File: src/rtl/usb_line_tx.sv
// Full-speed USB line transmitter: serialises packet bytes into SYNC, NRZI
// data with bit stuffing, and EOP on the D+/D- pads. All outputs are
// registered; one USB bit lasts DIV clk cycles.
module usb_line_tx #(
  parameter int DIV = 4
) (
  input  logic       clk,
  input  logic       rst_n,
  input  logic [7:0] in_data,
  input  logic       in_last,
  input  logic       in_valid,
  output logic       in_ready,
  output logic       pad_dp,
  output logic       pad_dn,
  output logic       pad_oe,
  output logic       busy,
  output logic       underrun
);

  localparam int CW = (DIV > 2) ? $clog2(DIV) : 1;
  localparam logic [CW-1:0] CNT_MAX = CW'(DIV - 1);
  localparam logic [CW-1:0] CNT_PRE = CW'(DIV - 2);

  typedef enum logic [1:0] {
    IDLE = 2'd0,
    SYNC = 2'd1,
    DATA = 2'd2,
    EOP  = 2'd3
  } state_t;

  state_t        state_q, state_d;
  logic [CW-1:0] cnt_q, cnt_d;      // clk cycles into the current bit time
  logic [2:0]    bit_q, bit_d;      // bit index within SYNC/byte, or EOP bit index
  logic [2:0]    ones_q, ones_d;    // consecutive data 1s for bit stuffing
  logic [7:0]    shift_q, shift_d;  // current byte, bit 0 is the bit on the line
  logic          last_q, last_d;    // current byte ends the packet
  logic          stuff_q, stuff_d;  // the bit on the line is a stuff bit
  logic          eopnx_q, eopnx_d;  // go to EOP once the current stuff bit ends
  logic          dp_q, dp_d;
  logic          dn_q, dn_d;
  logic          oe_q, oe_d;
  logic          busy_q, busy_d;
  logic          in_ready_q, in_ready_d;
  logic          underrun_q, underrun_d;

  logic          bnd;
  logic          send_en;
  logic          send_val;
  logic          goto_eop;

  assign bnd      = (cnt_q == CNT_MAX);
  assign in_ready = in_ready_q;
  assign pad_dp   = dp_q;
  assign pad_dn   = dn_q;
  assign pad_oe   = oe_q;
  assign busy     = busy_q;
  assign underrun = underrun_q;

  // Next-state logic: bit timing, SYNC/data serialisation, NRZI, stuffing, EOP.
  always_comb begin
    state_d    = state_q;
    cnt_d      = cnt_q;
    bit_d      = bit_q;
    ones_d     = ones_q;
    shift_d    = shift_q;
    last_d     = last_q;
    stuff_d    = stuff_q;
    eopnx_d    = eopnx_q;
    dp_d       = dp_q;
    dn_d       = dn_q;
    oe_d       = oe_q;
    busy_d     = busy_q;
    in_ready_d = 1'b0;
    underrun_d = 1'b0;
    send_en    = 1'b0;
    send_val   = 1'b0;
    goto_eop   = 1'b0;

    if (state_q != IDLE) begin
      cnt_d = bnd ? '0 : cnt_q + 1'b1;
    end

    unique case (state_q)
      IDLE: begin
        if (in_valid) begin
          state_d  = SYNC;
          oe_d     = 1'b1;
          busy_d   = 1'b1;
          cnt_d    = '0;
          bit_d    = 3'd0;
          stuff_d  = 1'b0;
          eopnx_d  = 1'b0;
          send_en  = 1'b1;   // first SYNC bit is a 0: J -> K
          send_val = 1'b0;
        end
      end

      SYNC: begin
        // Strobe in the last cycle of the final SYNC bit; the byte is taken
        // on the edge that starts the first data bit.
        if (cnt_q == CNT_PRE && bit_q == 3'd7) begin
          in_ready_d = 1'b1;
        end
        if (bnd) begin
          if (bit_q != 3'd7) begin
            bit_d    = bit_q + 3'd1;
            send_en  = 1'b1;
            send_val = (bit_q == 3'd6);
          end else if (in_valid) begin
            state_d  = DATA;
            shift_d  = in_data;
            last_d   = in_last;
            bit_d    = 3'd0;
            send_en  = 1'b1;
            send_val = in_data[0];
          end else begin
            underrun_d = 1'b1;
            goto_eop   = 1'b1;
          end
        end
      end

      DATA: begin
        if (cnt_q == CNT_PRE && bit_q == 3'd7 && !stuff_q && !last_q) begin
          in_ready_d = 1'b1;
        end
        if (bnd) begin
          // The next byte is fetched at the end of the last data bit even
          // when a stuff bit still has to go out before it.
          if (in_ready_q) begin
            if (in_valid) begin
              shift_d = in_data;
              last_d  = in_last;
            end else begin
              underrun_d = 1'b1;
            end
          end
          if (!stuff_q && ones_q == 3'd6) begin
            stuff_d  = 1'b1;
            send_en  = 1'b1;
            send_val = 1'b0;
            eopnx_d  = (bit_q == 3'd7) && (last_q || (in_ready_q && !in_valid));
          end else if (stuff_q && eopnx_q) begin
            goto_eop = 1'b1;
          end else if (bit_q == 3'd7) begin
            stuff_d = 1'b0;
            if (stuff_q) begin
              bit_d    = 3'd0;
              send_en  = 1'b1;
              send_val = shift_q[0];
            end else if (last_q || !in_valid) begin
              goto_eop = 1'b1;
            end else begin
              bit_d    = 3'd0;
              send_en  = 1'b1;
              send_val = in_data[0];
            end
          end else begin
            stuff_d  = 1'b0;
            bit_d    = bit_q + 3'd1;
            shift_d  = {1'b0, shift_q[7:1]};
            send_en  = 1'b1;
            send_val = shift_q[1];
          end
        end
      end

      EOP: begin
        if (bnd) begin
          if (bit_q == 3'd0) begin
            bit_d = 3'd1;
          end else if (bit_q == 3'd1) begin
            bit_d = 3'd2;
            dp_d  = 1'b1;
            dn_d  = 1'b0;
          end else begin
            state_d = IDLE;
            oe_d    = 1'b0;
            busy_d  = 1'b0;
            bit_d   = 3'd0;
            cnt_d   = '0;
            dp_d    = 1'b1;
            dn_d    = 1'b0;
          end
        end
      end

      default: state_d = IDLE;
    endcase

    // NRZI: a 0 toggles the line and breaks the run of 1s; a 1 holds it.
    if (send_en) begin
      if (send_val) begin
        ones_d = ones_q + 3'd1;
      end else begin
        dp_d   = ~dp_q;
        dn_d   = ~dn_q;
        ones_d = 3'd0;
      end
    end

    if (goto_eop) begin
      state_d = EOP;
      dp_d    = 1'b0;
      dn_d    = 1'b0;
      bit_d   = 3'd0;
      stuff_d = 1'b0;
      eopnx_d = 1'b0;
      ones_d  = 3'd0;
    end
  end

  // State and output registers; reset parks the line at idle J, driver off.
  always_ff @(posedge clk or negedge rst_n) begin
    if (!rst_n) begin
      state_q    <= IDLE;
      cnt_q      <= '0;
      bit_q      <= 3'd0;
      ones_q     <= 3'd0;
      shift_q    <= 8'd0;
      last_q     <= 1'b0;
      stuff_q    <= 1'b0;
      eopnx_q    <= 1'b0;
      dp_q       <= 1'b1;
      dn_q       <= 1'b0;
      oe_q       <= 1'b0;
      busy_q     <= 1'b0;
      in_ready_q <= 1'b0;
      underrun_q <= 1'b0;
    end else begin
      state_q    <= state_d;
      cnt_q      <= cnt_d;
      bit_q      <= bit_d;
      ones_q     <= ones_d;
      shift_q    <= shift_d;
      last_q     <= last_d;
      stuff_q    <= stuff_d;
      eopnx_q    <= eopnx_d;
      dp_q       <= dp_d;
      dn_q       <= dn_d;
      oe_q       <= oe_d;
      busy_q     <= busy_d;
      in_ready_q <= in_ready_d;
      underrun_q <= underrun_d;
    end
  end

endmodule

File: config.mk
export PLATFORM = sky130hd
export DESIGN_NAME = usb_line_tx
export DESIGN_NICKNAME = d
export VERILOG_FILES = /design/src/rtl/usb_line_tx.sv
export SDC_FILE = /design/constraint.sdc
export NUM_CORES = 1
export LEC_CHECK = 0
export CAP_MARGIN = 20
export CORE_AREA = 2 2 67 56
export DETAILED_ROUTE_END_ITERATION = 16
export DIE_AREA = 0 0 69 58
export PLACE_DENSITY = 0.87
export REMOVE_ABC_BUFFERS = 1
export SYNTH_ARGS = -nofsm -noshare
export SYNTH_HDL_FRONTEND = slang
export SYNTH_SLANG_ARGS = --single-unit
File: constraint.sdc
create_clock -name clk -period 2.91 [get_ports clk]
set_input_delay 0.582 -clock clk [delete_from_list [all_inputs] [get_ports clk]]
set_output_delay 0.582 -clock clk [all_outputs]
set_load 0.05 [all_outputs]
Yosys cells after proc, flatten, opt, wreduce, memory -nomap -nowiden
Cells that the tools add are included.
- add/sub/neg operators: 3
- equal/unequal tests: 31
- mux-type cells: 111
- bitwise gates (word level): 2
- reduce and logical (&&, ||, !) cells: 27
- operators by type and width (operator ; count):
    8-bit 2-to-1 mux ; 8
    1-bit 2-to-1 mux ; 60
    3-bit 2-to-1 mux ; 14
    3-bit inequality test, second input constant ; 12
    2-bit 2-to-1 mux ; 16
    2-bit inequality test, second input constant ; 8
    1-bit case mux with 2 select lines ; 8
    8-bit case mux with 2 select lines ; 1
    3-bit case mux with 4 select lines ; 1
    4-bit AND reduction ; 3
    5-bit AND reduction ; 2
    3-bit equality test, second input constant ; 3
    2-bit equality test, second input constant ; 4
    8-bit AND reduction ; 1
    2-bit nonzero test ; 4
    1-bit logical AND ; 7
    3-bit by 1-bit adder with 3-bit output, second input constant ; 2
    2-bit case mux with 3 select lines ; 1
    6-bit AND reduction ; 1
    5-bit inequality test, second input constant ; 1
    4-bit inequality test, second input constant ; 1
    2-bit case mux with 2 select lines ; 1
    4-bit nonzero test ; 1
    3-bit by 1-bit equality test with 1-bit output, second input constant ; 1
    9 further kinds ; 13
- register bits: 26
- input port bits: 12
- logic and storage cells: 187

Logic depth before layout (Yosys ltp)
Gate-level depths: netlist of the first run.
- depth after elaboration: 12
- gate-level depth with buffers: 9
- depth with buffers taken out: 7

Worst setup path before layout of the first run
OpenSTA, ideal clock, no wires.
- kind: register to register
- start: reg bit_q[0]
- end: reg ones_q[2]
- library setup time: 0.095 ns
- data arrival time: 2.015 ns
- path slack: 0.800 ns
- cell stages (with the launch flop): 8
- path buffers: 0
- path through: dfrtp_1 ha_1 ha_1 and3b_1 a31oi_1 o32ai_2 or3b_4 o32ai_2
- cells in the longest elaborated chain, start to end: 9
- elaborated cells between the ends (all ways): 28
- those cells by class: 3 x eq/ne; 24 x mux; 1 x reduce/logical
- RTL lines (element ; line ; text):
    start, declared ; 33 ; logic [2:0] bit_q, bit_d;
    start signal, assigned ; 233 ; bit_q <= bit_d;
    3-bit equality test ; 145 ; end else if (bit_q == 3'd7) begin
    1-bit 2-to-1 mux ; 145 ;
    1-bit 2-to-1 mux ; 143 ; end else if (stuff_q && eopnx_q) begin
    1-bit 2-to-1 mux ; 138 ; if (!stuff_q && ones_q == 3'd6) begin
    1-bit 2-to-1 mux ; 127 ; if (bnd) begin
    1-bit case mux with 2 select lines ; 83 ; unique case (state_q)
    3-bit 2-to-1 mux ; 193 ; if (send_val) begin
    3-bit 2-to-1 mux ; 192 ; if (send_en) begin
    3-bit 2-to-1 mux ; 202 ; if (goto_eop) begin
    end signal, assigned ; 234 ; ones_q <= ones_d;
    end, declared ; 34 ; logic [2:0] ones_q, ones_d;
Several ways; a longest one is shown, not always the timed one. The select of a mux whose other input is x is not followed.
A chain may end at the register's enable or synchronous reset.

Final worst setup path of the first run
Same ends and word-level chain as after synthesis.

==> results of run 1 <==
==> metrics by stage <==
step	instance area (sq um)	setup WS [ps]	power (mW)	hold slack [ps]
floorplan	1720	713	1.08	286
global placement	1970	350	1.26	483
detailed placement	1970	311	1.28	473
CTS	2040	495	1.58	490
global route	2040	359	1.70	520
finish	2040	495	1.59	490
==> final cells by class <==
cell class	instances	share of cell area [%]
inverter	16	2.94
clock inverter	1	1.47
clock buffer	3	2.02
multi-input combinational	150	49.2
tap	42	2.58
sequential	26	32.0
timing repair buffer	21	9.82
==> path summary, 6_finish.rpt <==
check | slack, ps | from | endpoint | depth (start not counted)
setup / recovery | 500 | bit_q[0] | ones_q[2] | 8
hold / removal | 490 | pad_dp | pad_dp | 2
setup reg to reg | 500 | bit_q[0] | ones_q[2] | 8
hold reg to reg | 490 | pad_dp | pad_dp | 2
max in group asynchronous | 1940 | rst_n | pad_dp | 2
min in group asynchronous | 670 | rst_n | shift_q[5] | 2
==> layer usage <==
metal | GRT usage [%] | share of wire [%] | wire length, um
met1 | 30.0 | 50 | 1990
met5 | 0 | 0 | 0
met2 | 32.1 | 44 | 1760
met3 | 4.52 | 5.8 | 234
met4 | 5.32 | 0.45 | 18
==> cells by family (layout without fill, tap and decap cells) <==
family | after synthesis | in the layout | synth area share, %
AO/OA/AOI/OAI | 69 | 69 | 26.7
flip-flops | 26 | 26 | 36.7
buffers and inverters | 26 | 41 | 6.70
multiplexers | 3 | 3 | 1.90
AND/OR/NAND/NOR | 65 | 65 | 18.8
adder cells (fa/ha/maj) | 13 | 13 | 9.17
==> flip-flops by register name (all words and copies together) (netlist names) <==
signal and count:
ones_q 3, bit_q 3, state_q 2, stuff_q 1, pad_dp 1, busy 1, shift_q 8, cnt_q 2
in_ready 1, underrun 1, pad_dn 1, eopnx_q 1, last_q 1
==> cells in the final DEF (no fill, tap or decap), drive strengths merged, types with 4 or more instances in the layout <==
| cell type | instances |
|---|---|
| dfrtp | 25 |
| nor2 | 19 |
| clkdlybuf4s50 | 17 |
| inv | 16 |
| a21oi | 16 |
| nand2 | 14 |
| ha | 13 |
| o21ai | 12 |
| o22ai | 10 |
| nand3 | 7 |
| and2 | 5 |
| buf | 4 |
==> where the power goes <==
part / switching, mW / total [mW] / leakage [nW] / internal [mW]
logic: 0.466 / 0.764 / 0.502 / 0.298
clock network: 0.117 / 0.301 / 0.0357 / 0.184
registers: 0.0727 / 0.525 / 0.313 / 0.453
==> critical path, cell delays in order, from the launching register on <==
cell and delay (ps):
dfrtp_1 440, ha_1 220, ha_1 280, buf_4 200, or2b_1 160, nand3_1 90
a31o_1 320, or3b_4 420, o32ai_2 200
==> summary.txt, run 1 <==
Run status
  – Status: complete, no violations

Floorplanning
  – I/O pin count: 18
  – # rows: 19
  – Core Footprint: 0.00333 sq mm
  – DIE AREA: between 0.004 and 0.005 sq mm
  – Die height: between 50 and 60 um
  – Die W: 69 um
  – Initial Util: between 50 and 60%

Yosys
  – Avg Inst Size Synth: 8.78 sq um
  – Top cell type's share of synthesized area: 35.3%
  – Largest area contributor in the netlist: dfrtp_1
  – Post-synth top cells: dfrtp_1 (25), nor2_1 (19), inv_1 (16)
  – Mapped Cells: 202
  – Mapped Area: about 0.0018 sq mm
  – Synth Register Bits: 26
  – EDFF count, synth: 0
  – Synth unique cells: 54
  – Top-count cell post-synth: dfrtp_1
  – Synth async-reset ratio: 100%
  – Sequential-to-total area share from yosys stat: 36.7%
  – Synth Flop Type: dfrtp_1
  – Synth top area cells: dfrtp_1 (35%), ha_1 (9.2%), a21oi_1 (4.2%), nor2_1 (4.0%), o22ai_1 (3.5%)
  – Yosys Warn Count: 0

Clock tree
  – # hold bufs at CTS: 0
  – Cts repair resizes: 0
  – Reg clk slew, reported paths: around 90 ps
  – CTS tree: built
  – Root Driver: clkbuf_8
  – # Post-CTS Setup Buffers: 0
  – H-tree levels: 1
  – CTS Buf Count: 3
  – Clock Latency Late Sink: about 270 ps
  – CTS max path bufs: 2
  – Clock tree sinks: 26

Detailed routing
  – Vias: 1564
  – Total wire length: 4000 um
  – Via density: 6.04
  – WL per Instance: 15.5 um
  – Drt pass-1 iters: 4
  – Final ANT Viol Nets: 0
  – Drt initial violations: 124
  – # DRC: 0

STA
  – Achievable frequency: 0.414 GHz
  – RSZ-0062 raised after global routing: no
  – Final max-slew violation count: 0
  – Setup Skew: 3.48 ps
  – Final min period: between 2000 and 2500 ps
  – Least-Margin Pin Slew: 627 ps
  – Fin crit share: 83.0%
  – Finish-stage setup viols: 0
  – Setup TNS: 0 ps
  – Final hold viol count: 0
  – Slew HR: 57.8%

Placed design
  – Post-DP HPWL: 2870 um
  – Port Buf Inserts: 17
  – Gpl congestion: 0.869
  – Placed cells: 255

Setup path
  – Setup CP Type: reg -> reg
  – Worst EP arrival: 2600 ps
  – CP Capture Type: flop
  – Critical Path Fanout Max: 9
  – CP required: 3100 ps
  – CP Launch Type: flop

Global route
  – Total Routing Usage GR: 20.8%
  – Initial antenna violation count: 0
  – Pin count of the biggest net entering global routing: 27
  – Gr ovfl total: 0
  – First-pass GRT wire length: 6740 um
  – Vias in the first global route: 1432

Cells and area
  – Ant diodes: 0
  – Fin util: between 60% and 70%
  – Post-route insts no fill: approximately 260
  – Share of cells above drive strength 1: 8.29%
  – Area taken by multi-input logic gates: 0.00100 sq mm
  – Filler Cells Inserted: 265
  – Area growth, synth to finish: 15.0%
  – Register area: between 600 and 700 sq um
  – Total Nets Final: 243

Power
  – Lkg Pwr: between 0.8 and 0.9 nW
  – Power Density: 780 mW/mm^2
  – VDD IR max: approximately 0.43 mV

Flow run
  – Max-cap violations: 0

Min path
  – Worst min path class: reg -> reg
Note: power is estimated with default switching activity, not from simulation.
==> run 2, diff against run 1 <==
- CORE_AREA: 2 2 67 56 -> 2 2 69 58
- DIE_AREA: 0 0 69 58 -> 0 0 71 60
- PLACE_DENSITY: 0.87 -> 0.85
- clock period: 2.91 -> 2.06 ns (I/O delays scaled with it)
==> run 2 against run 1 <==
  * The run now ends with negative setup slack left
  * Critical path type unchanged
  * Non-clock buffer count grew 30
  * Worst setup slack lost 500 ps
  * Utilization grew 4.7 points
  * Total power grew 63%
  * Clock-buffer cell count did not move
  * Largest cell class unchanged
  * Global-route usage increased by 2.2 points
  * Combinational power up 87%
  * Maximum frequency rose by 17%
  * Die area increased by 6.4%
  * Largest power group unchanged
  * Register-to-register slack worse by 500 ps
  * Routed wire length is 18% higher
  * Clock power up 40%
==> summary.txt, run 2 (synthesis gave the netlist of run 1 again) <==
Floorplanning
  – Initial Util: 48.9%
  – # rows: 20
  – Die height: 60 um
  – Core Footprint: 0.00363 sq mm
  – I/O pin count: 18
  – Die W: 71 um
  – DIE AREA: 0.00426 sq mm

Setup path
  – CP required: about 2300 ps
  – Critical Path Slowest Stage Cell: or3b_4
  – Setup CP Type: reg -> reg
  – CP Launch Type: flop
  – CP Depth: 7
  – Critical Path Fanout Max: 7
  – Reg2Reg Depth: 7
  – Reg2Reg Setup Slack: -0.4 ps
  – Worst EP arrival: 2250 ps
  – Reg2reg end: ones_q[2]
  – Critical path's most frequent cell: o32ai_2
  – Reg2reg start: bit_q[1]
  – CP Capture Type: flop
  – Cells along the critical path: ha_2, ha_4, and3b_2, a31oi_2, o32ai_2, or3b_4, o32ai_2
  – Peak per-stage delay on the critical path: 440 ps
  – CP Buf/Inv Count: 0
  – Crit path max-delay family: simple AND/OR/NAND/NOR gates

STA
  – RSZ-0062 raised after global routing: yes
  – Setup TNS: -0.381 ps
  – Final WS setup: -0.381 ps
  – Slew HR: around 67%
  – Achievable frequency: between 0.4 and 0.5 GHz
  – Least-Margin Pin Slew: just under 500 ps
  – Final max-slew violation count: 0
  – Finish-stage setup viols: 1
  – Setup Skew: 3.32 ps
  – Final hold viol count: 0
  – Final min period: 2060 ps
  – Fin crit share: 100%

Run status
  – Failing checks: negative setup slack
  – Status: complete, but fails checks

Power
  – Lkg Pwr: 1.00 nW
  – Cell Int Power: 1.55 mW
  – NetSw: 1.04 mW
  – Sequential Power Share: 28.7%
  – Part of the power in combinational logic: 55.1%
  – VDD IR max: 0.601 mV
  – Power Density: between 1000 and 1500 mW/mm^2
  – Sw Ratio: between 40 and 50%
  – Overall Power: 2.60 mW
  – Clock power frac: 16.2%

Clock tree
  – Clock Latency Late Sink: approximately 270 ps
  – CTS Buf Count: 3
  – Clock tree sinks: 26
  – H-tree levels: 1
  – CTS max path bufs: 2
  – CTS tree: built
  – Root Driver: clkbuf_8
  – Reg clk slew, reported paths: 90 ps
  – # hold bufs at CTS: 0

Cells and area
  – Commonest non-fill, non-tap cell in the layout: buf_4
  – Largest registers: shift_q: 8 flops, bit_q: 3 flops, ones_q: 3 flops
  – Largest Register: shift_q
  – Ant diodes: 0
  – Filler Cells Inserted: 300
  – Area growth, synth to finish: 34.8%
  – Max FFs per register: 8
  – Total Nets Final: 273
  – Post-route insts no fill: 291
  – Register area: 653 sq um
  – Share of cells above drive strength 1: between 20% and 30%
  – Post-layout instance area: 0.00239 sq mm
  – Area taken by multi-input logic gates: 0.00113 sq mm
  – Most frequent cells in the layout: buf_4 (35), dfrtp_1 (24), nor2_1 (18)

Detailed routing
  – WL per Instance: ~16 um
  – Vias: between 1500 and 2000
  – Drt pass-1 iters: 4
  – Drt initial violations: 164
  – Total wire length: between 4000 and 5000 um
  – Via density: 5.95
  – Final ANT Viol Nets: 0
  – # DRC: 0

Global route
  – Initial antenna violation count: 0
  – Pin count of the biggest net entering global routing: 27
  – Gr ovfl total: 0
  – Vias in the first global route: 1691
  – Total Routing Usage GR: 22.9%
  – First-pass GRT wire length: just under 8000 um

Placed design
  – Placed cells: approximately 280
  – Gpl congestion: 0.925
  – Post-DP HPWL: 3300 um
  – Port Buf Inserts: 17
  – Post-DP Area: roughly 0.0022 sq mm
  – Post-Place Worst Slack: -211 ps

Min path
  – Worst min path class: in -> async

Flow run
  – Max-cap violations: 0
run 2: changes by cell type in the layout (fill, tap and decap cells not counted), sizes merged:
cell           previous run  this run
clkdlybuf4s50            17        16
buf                       4        35
run 2: metal layers:
layer  track usage (%)  share of wire (%)  up-vias
li1                  -                  -      821
met1              31.2                 46      860
met5                 0                  0        -
met4              6.20               0.44        0
met2              38.1                 49       49
met3              4.22                4.7        2
run 2: worst max path at each step:
stage	endpoint	from	slack (ps)
floorplan	ones_q[2]	bit_q[0]	-140
global placement	pad_dp	in_valid	-120
CTS	ones_q[2]	bit_q[1]	-40
detailed placement	pad_dp	in_valid	-210
finish	ones_q[2]	bit_q[1]	-0.4
global route	pad_dn	bit_q[1]	-90
run 2: area by class of cell:
type	count	area share (%)
Tap cell	44	2.30
Timing Repair Buffer	51	17.7
Clock inverter	1	1.26
Inverter	16	2.51
Sequential cell	26	27.3
Multi-Input combinational cell	150	47.2
Clock buffer	3	1.73
run 2: power by group through the flow:
| stage | clock [mW] | sequential, mW | combinational, mW |
|---|---|---|---|
| after floorplan | 0 | 0.805 | 0.726 |
| after global placement | 0 | 0.729 | 1.22 |
| after detailed placement | 0 | 0.737 | 1.25 |
| after CTS | 0.431 | 0.731 | 1.28 |
| after global routing | 0.451 | 0.761 | 1.57 |
| final | 0.422 | 0.744 | 1.43 |
run 2: worst reg2reg max path, stage by stage (launching register included):
cell and delay [ps]:
dfrtp_1 390, ha_2 210, ha_4 180, and3b_2 270, a31oi_2 50, o32ai_2 250, or3b_4 440, o32ai_2 190
run 2: timing repair:
| item | in CTS | in global routing |
|---|---|---|
| cloned | 0 | 0 |
| setup endpoints to repair | 6 | 21 |
| resized for setup | 8 | 17 |
| pin swaps | 2 | 2 |
| buffers inserted | 2 | 1 |
run 2: metrics by stage:
step	hold slack (ps)	utilization [%]
after global placement	469	59.8
after global routing	520	65.9
after detailed placement	488	59.8
after floorplan	116	-
after CTS	504	63.0
final	497	65.9
==> run 3, diff against run 2 <==
- CORE_AREA: 2 2 69 58 -> 2 2 55 62
- DIE_AREA: 0 0 71 60 -> 0 0 57 64
- PLACE_DENSITY: 0.85 -> 0.93
- clock period: 2.06 -> 2.58 ns (I/O delays scaled with it)
==> run 3 against run 2 <==
  * The flow now finishes without violations
  * Clock power down 48%
  * Sequential share of layout area increased by 4.9 points
  * Via count fell by 4.7%
  * Non-clock buffer count decreased by 26
  * First-iteration DRC count shrank 45%
  * Global-route usage is 3.5 points higher
  * Combinational power is 38% lower
  * Die area shrank 14%
  * Cell area shrank 15%
  * Maximum frequency fell by 13%
  * Clock skew down 0.77 ps
  * Sequential power is 20% lower
  * Critical path type unchanged
  * Critical endpoint unchanged
  * Largest cell class unchanged
==> summary.txt, run 3 (synthesis gave the netlist of run 1 again) <==
Cells and area
  – Most frequent cells in the layout: dfrtp_1 (25), nor2_1 (19), clkdlybuf4s50_1 (17)
  – Largest Register: shift_q
  – Ant diodes: 0
  – Max FFs per register: 8
  – Area taken by multi-input logic gates: 0.00100 sq mm
  – Post-layout instance area: 0.00202 sq mm
  – Share of cells above drive strength 1: under 10%
  – Area growth, synth to finish: 14.1%
  – Filler Cells Inserted: 237
  – Total Nets Final: about 250
  – Register area: 652 sq um
  – Post-route insts no fill: ~260
  – Largest registers: shift_q: 8 flops, bit_q: 3 flops, ones_q: 3 flops
  – Commonest non-fill, non-tap cell in the layout: dfrtp_1

Clock tree
  – CTS Buf Count: 3
  – Clock tree sinks: 26
  – CTS tree: built
  – Root Driver: clkbuf_4
  – Reg clk slew, reported paths: approximately 150 ps
  – # Post-CTS Setup Buffers: 0
  – H-tree levels: 1
  – # hold bufs at CTS: 0
  – Cts repair resizes: 0
  – CTS max path bufs: 2
  – Clock Latency Late Sink: 330 ps

Setup path
  – Cells along the critical path: ha_1, ha_1, and3b_1, a31oi_1, o32ai_2, or3b_4, o32ai_2
  – CP Buf/Inv Count: 0
  – Critical Path Slowest Stage Cell: dfrtp_1
  – CP Launch Type: flop
  – Setup CP Type: reg -> reg
  – CP Capture Type: flop
  – Critical Path Fanout Max: 12
  – Crit path max-delay family: simple AND/OR/NAND/NOR gates
  – Worst EP arrival: 2640 ps
  – CP required: about 2800 ps
  – Peak per-stage delay on the critical path: 460 ps

Placed design
  – Placed cells: 251
  – Port Buf Inserts: 17
  – Post-DP HPWL: 3170 um
  – Post-DP Area: 0.00199 sq mm
  – Gpl congestion: 0.932

STA
  – Final min period: 2380 ps
  – RSZ-0062 raised after global routing: no
  – Final hold viol count: 0
  – Achievable frequency: 0.420 GHz
  – Setup TNS: 0 ps
  – Slew HR: 57.4%
  – Fin crit share: 92.3%
  – Finish-stage setup viols: 0
  – Least-Margin Pin Slew: 632 ps
  – Worst hold slack: 501 ps
  – Setup Skew: 2.55 ps
  – Final max-slew violation count: 0

Run status
  – Status: complete, no violations

Power
  – VDD IR max: 0.963 mV
  – Lkg Pwr: 0.854 nW
  – Power Density: 843 mW/mm^2

Global route
  – Gr ovfl total: 0
  – Initial antenna violation count: 0
  – Pin count of the biggest net entering global routing: 27
  – Total Routing Usage GR: 26.5%
  – Vias in the first global route: 1642
  – First-pass GRT wire length: 7600 um

Detailed routing
  – Drt pass-1 iters: 5
  – Via density: approximately 6.5
  – # DRC: 0
  – Vias: 1650
  – Drt initial violations: 91
  – Total wire length: 4230 um
  – WL per Instance: 16.6 um
  – Final ANT Viol Nets: 0

Floorplanning
  – Core Footprint: 0.00300 sq mm
  – I/O pin count: 18
  – DIE AREA: 0.00365 sq mm
  – Die W: between 50 and 60 um
  – Initial Util: 59.2%
  – Die height: 64 um
  – # rows: 21

Flow run
  – Max-cap violations: 0

Min path
  – Worst min path class: reg -> reg
[run 3: path summary, 6_finish.rpt]
path	slack, ps	cells after the start	from	to
min in group asynchronous	530	2	rst_n	ones_q[2]
max reg2reg	200	7	bit_q[0]	ones_q[2]
min reg2reg	500	2	pad_dp	pad_dp
min	500	2	pad_dp	pad_dp
max	200	7	bit_q[0]	ones_q[2]
max in group asynchronous	1760	2	rst_n	pad_dp
[run 3: worst register-to-register path, stage by stage, from the launching register on]
cell     delay (ps)
dfrtp_1         460
ha_1            230
ha_1            310
and3b_1         300
a31oi_1          80
o32ai_2         300
or3b_4          440
o32ai_2         200
[run 3: per-stage QoR]
step / setup WS [ps] / power (mW) / utilization [%]
after floorplan: 383 / 1.22 / -
after global placement: 250 / 1.44 / 66.4
after detailed placement: 175 / 1.48 / 66.4
after CTS: 226 / 1.70 / 67.6
after global routing: 88.1 / 1.85 / 67.6
final: 198 / 1.71 / 67.6
[run 3: routing by layer]
metal | track usage [%] | vias up | share of wire, %
met1 | 32.9 | 801 | 41
met5 | 0 | - | 0
met4 | 13.7 | 0 | 4.0
met2 | 44.1 | 57 | 50
li1 | - | 772 | -
met3 | 3.85 | 20 | 4.7
[run 3: report_power, final]
group	total (mW)	switching, mW	internal [mW]
Sequential	0.598	0.0878	0.510
Clock	0.219	0.132	0.0866
Combinational	0.889	0.539	0.350
[run 3: layout make-up]
type	count	share of cell area, %
inverter	16	2.97
sequential	26	32.2
timing repair buffer	25	11.4
clock buffer	4	1.79
tap	34	2.10
multi-input combinational	150	49.6
